**config.mk**
```make
export PLATFORM = sky130hd
export DESIGN_NAME = clock_switch_arbiter
export DESIGN_NICKNAME = d
export VERILOG_FILES = /design/src/rtl/clock_switch_arbiter.sv
export SDC_FILE = /design/constraint.sdc
export NUM_CORES = 1
export LEC_CHECK = 0
export CAP_MARGIN = 20
export CORE_MARGIN = 3
export CORE_UTILIZATION = 30
export DETAILED_ROUTE_END_ITERATION = 10
export PLACE_DENSITY_LB_ADDON = 0.05
export SYNTH_ARGS = -nofsm -noshare
export SYNTH_HDL_FRONTEND = slang
export SYNTH_SLANG_ARGS = --single-unit
```
**constraint.sdc**
```tcl
create_clock -name clk -period 2.05 [get_ports clk]
set_clock_uncertainty 0.15 [all_clocks]
set_input_delay 0.41 -clock clk [delete_from_list [all_inputs] [get_ports clk]]
set_output_delay 0.41 -clock clk [all_outputs]
set_load 0.02 [all_outputs]
```
**src/rtl/clock_switch_arbiter.sv**
```systemverilog
// rtl/clock_switch_arbiter.sv - request/ack arbiter driving a glitch-free clk1/clk2 selector
// Optional SWITCH timeout with sticky err_timeout/err_clr: define CLK_ARB_TIMEOUT_EN.
module clock_switch_arbiter #(
  parameter int SYNC_STAGES    = 2,
  parameter int HOLD_CYCLES    = 16,
  parameter int TIMEOUT_CYCLES = 255,
  parameter int CNT_W          = 8
) (
  input  logic clk,
  input  logic rst,
  input  logic req_clk1,
  input  logic req_clk2,
  output logic ack_clk1,
  output logic ack_clk2,
  output logic select,
  input  logic sel1_on,
  input  logic sel2_on,
`ifdef CLK_ARB_TIMEOUT_EN
  input  logic err_clr,
  output logic err_timeout,
`endif
  output logic busy
);

  localparam logic [1:0] ST_IDLE   = 2'd0;
  localparam logic [1:0] ST_SWITCH = 2'd1;
  localparam logic [1:0] ST_GRANT1 = 2'd2;
  localparam logic [1:0] ST_GRANT2 = 2'd3;

  localparam logic [CNT_W-1:0] HOLD_LOAD = CNT_W'(HOLD_CYCLES);

  logic [3:0]       r_sync [SYNC_STAGES];
  logic             w_r1, w_r2, w_s1, w_s2;
  logic             w_ok1, w_ok2, w_sw_done, w_idle_tgt;
  logic [1:0]       r_state, w_next_state;
  logic             r_target, w_next_target;
  logic             r_select, w_next_select;
  logic             r_ack1, r_ack2, w_ack1, w_ack2;
  logic             r_busy;
  logic [CNT_W-1:0] r_hold, w_next_hold;

`ifdef CLK_ARB_TIMEOUT_EN
  localparam logic [CNT_W-1:0] TMO_LOAD = CNT_W'(TIMEOUT_CYCLES);
  logic [CNT_W-1:0] r_tmo;
  logic             r_err;
  logic             w_tmo_fire;
`endif

  // Requests and selector status share one synchronizer chain: {s2, s1, r2, r1}.
  always_ff @(posedge clk) begin
    if (rst) begin
      for (int i = 0; i < SYNC_STAGES; i++) r_sync[i] <= '0;
    end else begin
      r_sync[0] <= {sel2_on, sel1_on, req_clk2, req_clk1};
      for (int i = 1; i < SYNC_STAGES; i++) r_sync[i] <= r_sync[i-1];
    end
  end

  assign {w_s2, w_s1, w_r2, w_r1} = r_sync[SYNC_STAGES-1];
  assign w_ok1      = w_s1 & ~w_s2;
  assign w_ok2      = w_s2 & ~w_s1;
  assign w_sw_done  = r_target ? w_ok2 : w_ok1;
  assign w_idle_tgt = ~w_r1;

`ifdef CLK_ARB_TIMEOUT_EN
  assign w_tmo_fire = (r_state == ST_SWITCH) && !w_sw_done && (r_tmo <= CNT_W'(1));
`endif

  always_comb begin
    w_next_state  = r_state;
    w_next_target = r_target;
    w_next_select = r_select;
    w_next_hold   = (r_hold == '0) ? '0 : r_hold - 1'b1;
    w_ack1        = 1'b0;
    w_ack2        = 1'b0;
    case (r_state)
      ST_IDLE: begin
        if (w_r1 || w_r2) begin
          w_next_target = w_idle_tgt;
          if ((w_idle_tgt == r_select) && (w_idle_tgt ? w_ok2 : w_ok1)) begin
            w_next_state = w_idle_tgt ? ST_GRANT2 : ST_GRANT1;
            w_next_hold  = HOLD_LOAD;
          end else begin
            w_next_select = w_idle_tgt;
            w_next_state  = ST_SWITCH;
          end
        end
      end
      ST_SWITCH: begin
        if (w_sw_done) begin
          // A requester that gave up mid-switch gets no grant cycle.
          if (r_target ? w_r2 : w_r1) begin
            w_next_state = r_target ? ST_GRANT2 : ST_GRANT1;
            w_next_hold  = HOLD_LOAD;
          end else begin
            w_next_state = ST_IDLE;
          end
        end
`ifdef CLK_ARB_TIMEOUT_EN
        else if (w_tmo_fire) begin
          w_next_state = ST_IDLE;
        end
`endif
      end
      ST_GRANT1: begin
        w_ack1 = w_r1;
        if (!w_r1) w_next_state = ST_IDLE;
      end
      ST_GRANT2: begin
        if (!w_r2) begin
          w_next_state = ST_IDLE;
        end else if (w_r1 && (r_hold == '0)) begin
          w_next_state  = ST_SWITCH;
          w_next_target = 1'b0;
          w_next_select = 1'b0;
        end else begin
          w_ack2 = 1'b1;
        end
      end
      default: w_next_state = ST_IDLE;
    endcase
  end

  always_ff @(posedge clk) begin
    if (rst) begin
      r_state  <= ST_IDLE;
      r_target <= 1'b0;
      r_select <= 1'b0;
      r_ack1   <= 1'b0;
      r_ack2   <= 1'b0;
      r_busy   <= 1'b0;
      r_hold   <= '0;
    end else begin
      r_state  <= w_next_state;
      r_target <= w_next_target;
      r_select <= w_next_select;
      r_ack1   <= w_ack1;
      r_ack2   <= w_ack2;
      r_busy   <= (w_next_state == ST_SWITCH);
      r_hold   <= w_next_hold;
    end
  end

`ifdef CLK_ARB_TIMEOUT_EN
  // Reloaded in every non-SWITCH cycle so it is full on SWITCH entry.
  always_ff @(posedge clk) begin
    if (rst) begin
      r_tmo <= '0;
      r_err <= 1'b0;
    end else begin
      if (r_state != ST_SWITCH) r_tmo <= TMO_LOAD;
      else if (r_tmo != '0)     r_tmo <= r_tmo - 1'b1;
      if (w_tmo_fire)           r_err <= 1'b1;
      else if (err_clr)         r_err <= 1'b0;
    end
  end

  assign err_timeout = r_err;
`endif

  assign ack_clk1 = r_ack1;
  assign ack_clk2 = r_ack2;
  assign select   = r_select;
  assign busy     = r_busy;

endmodule
```
==> impl.org <==
** Floorplan
- Die extent in x :: around 62 um
- Placeable core region :: 2900 um^2
- The die is roughly 62 um tall.
- Total I/O pin count :: 10
- Row generation in the floorplan step produced 19 rows.
- Initial core utilization :: 0.330
- The die covers about 3900 um^2.

** Detailed routing
- In this run the remaining antenna-violating nets after routing total 0.
- For this block, the routed nets add up to 1.71 mm of wire.
- In the final routed layout, each cell accounts on average for about 11 um.
- The detailed router placed about 700 vias in this run.
- After detailed routing, the number of remaining DRC violations is 0.
- Number of DRC markers after the initial detailed-route iteration :: 9
- After detailed routing, the number of vias per cell comes to about 4.6.
- For this run, the detailed router's first-pass iteration total came to 4.

** Synthesis
- Portion of synthesized cell area occupied by the leading cell type :: 0.482
- The share of the Yosys chip area taken by registers is 0.482.
- Gate Count Post-Synth :: 95
- After synthesis, the cell types taking the most area are sky130_fd_sc_hd__dfxtp_1 (48%), sky130_fd_sc_hd__nor2b_1 (5.2%), sky130_fd_sc_hd__nor2_1 (4.7%).
- Yosys mapped the design onto 34 distinct sky130hd cell types.
- Dominant synthesized flop cell :: sky130_fd_sc_hd__dfxtp_1
- In this run, synthesis produced a sequential element count of 23.
- Nets in the synthesized netlist :: 102
- Counting flops with an async set or reset pin after synthesis yields a share of 0.
- After synthesis the cells add up to 956 um^2.
- Mean instance size in the synthesized netlist :: just over 10 um^2
- Count of synthesis-stage warnings from yosys :: 0
- The largest total area in the synthesized netlist belongs to sky130_fd_sc_hd__dfxtp_1.
- Counting flops with a built-in enable in the synthesized netlist gives 0.

** Clocking
- CTS built an H-tree with a depth of 1.
- After clock tree synthesis, the clock-pin slew on the worst setup and hold paths is approximately 0.13 ns.
- In this run, post-CTS repair resized a total of 0 instances.
- Clock buffers created by TritonCTS :: 3
- The clock reaches the later pin of the worst-skew pair after a little over 0.3 ns.
- Clock net sink count :: 23
- In this run the post-CTS setup repair buffer count came out at 0.
- Counting along the longest clock path gives a buffer depth of 2.
- Root Driver :: sky130_fd_sc_hd__clkbuf_4
- Clock tree from TritonCTS :: done
- After clock tree synthesis, the flow added hold-fix buffers numbering 0.

** GRT
- Total GRT Usage :: 0.0952
- Antenna violations before repair :: 0
- Pin count of the biggest net entering global routing :: 13
- For this run the aggregate overflow at the end of global routing stands at 0.
- Global-route wire length before repair :: approximately 3.0 mm
- Number of global-route vias before repair :: between 600 and 700

** Setup path
- In this run the critical register-to-register path is launched from r_hold[0].
- The worst setup path is captured at a primary output.
- Minimum setup slack among reg-to-reg paths :: ~0.23 ns
- The largest single stage delay on the critical path is 0.62 ns.
- Cell type of the slowest stage on the worst timing path :: sky130_fd_sc_hd__clkdlybuf4s50_1
- Critical setup path kind :: reg -> out
- The endpoint identified for the worst register-to-register timing path is select.
- Critical-path cell list :: clkdlybuf4s50_1
- CP startpoint kind :: register
- WP data required :: between 1 and 1.5 ns
- Cell depth of the worst setup path :: 1
- The number of buffers and inverters on the critical path is 1.
- Data arrival time of the critical path :: 1.33 ns
- Cell type group with the largest total delay on the critical path :: buffers and inverters
- Cell depth of the worst flop-to-flop path :: 6
- Along the worst path, the maximum fanout reaches 4.

** Finish
- The number of antenna diodes in the final layout is 0.
- Number of standard cells in the final layout excluding fillers :: 150
- Fraction of final layout cells with drive strength greater than 1 :: 0.130
- Counting the fill cells in the layout gives 313.
- Relative to the synthesized area, the layout overhead comes to 18.6%.
- The final layout contains 116 nets.
- Finished layout cell area :: between 1000 and 1500 um^2

** Timing
- Unrepaired setup endpoints after global routing :: false
- Transition at the pin with the smallest max-transition slack :: 0.350 ns
- Count of final max-slew check failures :: 0
- Setup slack closes at between 0.15 and 0.2 ns.
- Static timing analysis puts the maximum clock frequency at 0.530 GHz.
- Remaining max-slew budget at the tightest pin :: 0.761
- Dividing the final minimum period by the clock period gives 0.920.
- In the final timing run, aggregate negative setup slack is 0 ns.
- For the finished layout, the period the worst path requires is roughly 1.9 ns.
- Setup violations remaining at the end of the flow were counted as 0.
- Hold Violations, Final :: 0

** Power and ir drop
- The analysis attributes to cell leakage a power of 0.417 nW.
- In this run the power density over the cells is around 1100 nW/um^2.
- The design draws 1.21 mW.
- VDD sags by at most around 0.00053 V.

** Placed design
- Placer Congestion :: 0.725
- Total cell area at the placement stage :: 1110 um^2
- Placed instance count :: 146
- Number of input and output port buffers inserted :: 9
- Pre-CTS setup slack :: 0.265 ns
- Post-DP HPWL :: around 1.3 mm

** Min path
- Cell count of the worst hold path :: 1
- Start point of the worst hold path :: r_sync[0][2]
- Hold Crit Endpoint :: r_sync[0][6]
- The worst hold path belongs to the class reg -> reg.

** Run status
- The flow ran to the end, and the final reports show no timing, DRC or antenna violations.

** Job
- Number of violations of the max-capacitance limit :: 0
[cell type report]
class	count	area (um^2)	area share
Clock buffer	4	26.3	0.0232
Timing Repair Buffer	12	113	0.0993
Sequential cell	23	460	0.406
Multi-Input combinational cell	64	463	0.408
Tap cell	42	52.6	0.0464
Inverter	5	18.8	0.0166
[worst max path at each step]
stage | slack, ns | startpoint | to
global placement | 0.26 | rst | busy
finish | 0.16 | select | select
floorplan | 0.37 | r_hold[0] | select
global route | 0.1 | select | select
CTS | 0.14 | select | select
detailed placement | 0.27 | r_hold[0] | select
[per-stage QoR]
| step | hold slack [ns] | util |
|---|---|---|
| after floorplan | 0.264 | - |
| after global placement | 0.267 | 0.382 |
| after detailed placement | 0.272 | 0.382 |
| after CTS | 0.302 | 0.391 |
| after global routing | 0.315 | 0.391 |
| final | 0.300 | 0.391 |
[layout by cell type (no fill, tap or decap), types with 2 or more instances in the layout]
| master | n |
|---|---|
| sky130_fd_sc_hd__nor2_1 | 12 |
| sky130_fd_sc_hd__dfxtp_1 | 23 |
| sky130_fd_sc_hd__nor4b_2 | 2 |
| sky130_fd_sc_hd__clkbuf_4 | 3 |
| sky130_fd_sc_hd__nor2b_1 | 8 |
| sky130_fd_sc_hd__nand3b_1 | 2 |
| sky130_fd_sc_hd__nor3_1 | 5 |
| sky130_fd_sc_hd__inv_1 | 5 |
| sky130_fd_sc_hd__buf_4 | 3 |
| sky130_fd_sc_hd__xnor2_1 | 4 |
| sky130_fd_sc_hd__clkdlybuf4s50_1 | 9 |
| sky130_fd_sc_hd__and4bb_1 | 2 |
| sky130_fd_sc_hd__nand2_1 | 4 |
| sky130_fd_sc_hd__a21oi_1 | 4 |
[registers in the layout, summed over array words and instances, names as in the netlist]
name      flops
r_hold        8
busy          1
select        1
r_sync        8
r_target      1
ack_clk2      1
ack_clk1      1
r_state       2
[cells by family after synthesis]
kind of cell / Yosys count / synth area share
simple gates: 43 / 0.298
flops: 23 / 0.482
compound gates: 16 / 0.136
buf+inv: 8 / 0.0340
xor+xnor: 4 / 0.0366
fa+ha+maj: 1 / 0.0131
[Yosys cell counts (2+ instances only)]
cell                        n
sky130_fd_sc_hd__a21oi_1    4
sky130_fd_sc_hd__and4bb_1   2
sky130_fd_sc_hd__nor2b_1    8
sky130_fd_sc_hd__nand2_1    4
sky130_fd_sc_hd__nor3_1     5
sky130_fd_sc_hd__nor2_1    12
sky130_fd_sc_hd__inv_1      5
sky130_fd_sc_hd__nand3b_1   2
sky130_fd_sc_hd__nor4b_2    2
sky130_fd_sc_hd__xnor2_1    4
sky130_fd_sc_hd__buf_2      2
sky130_fd_sc_hd__dfxtp_1   23
[where the power goes]
| part | switching, mW | internal (mW) | total, mW |
|---|---|---|---|
| Clock | 0.134 | 0.0759 | 0.210 |
| Sequential | 0.0808 | 0.519 | 0.600 |
| Combinational | 0.183 | 0.213 | 0.397 |
| Total | 0.399 | 0.808 | 1.21 |
[routing by layer]
metal | global-route usage | part of all wire | up-vias
met1 | 0.120 | 0.50 | 312
met2 | 0.145 | 0.43 | 19
met4 | 0.0331 | 0.010 | 0
met5 | 0 | 0 | -
li1 | - | - | 364
met3 | 0.0396 | 0.054 | 2
No activity file was read; power rests on OpenSTA's default activity.
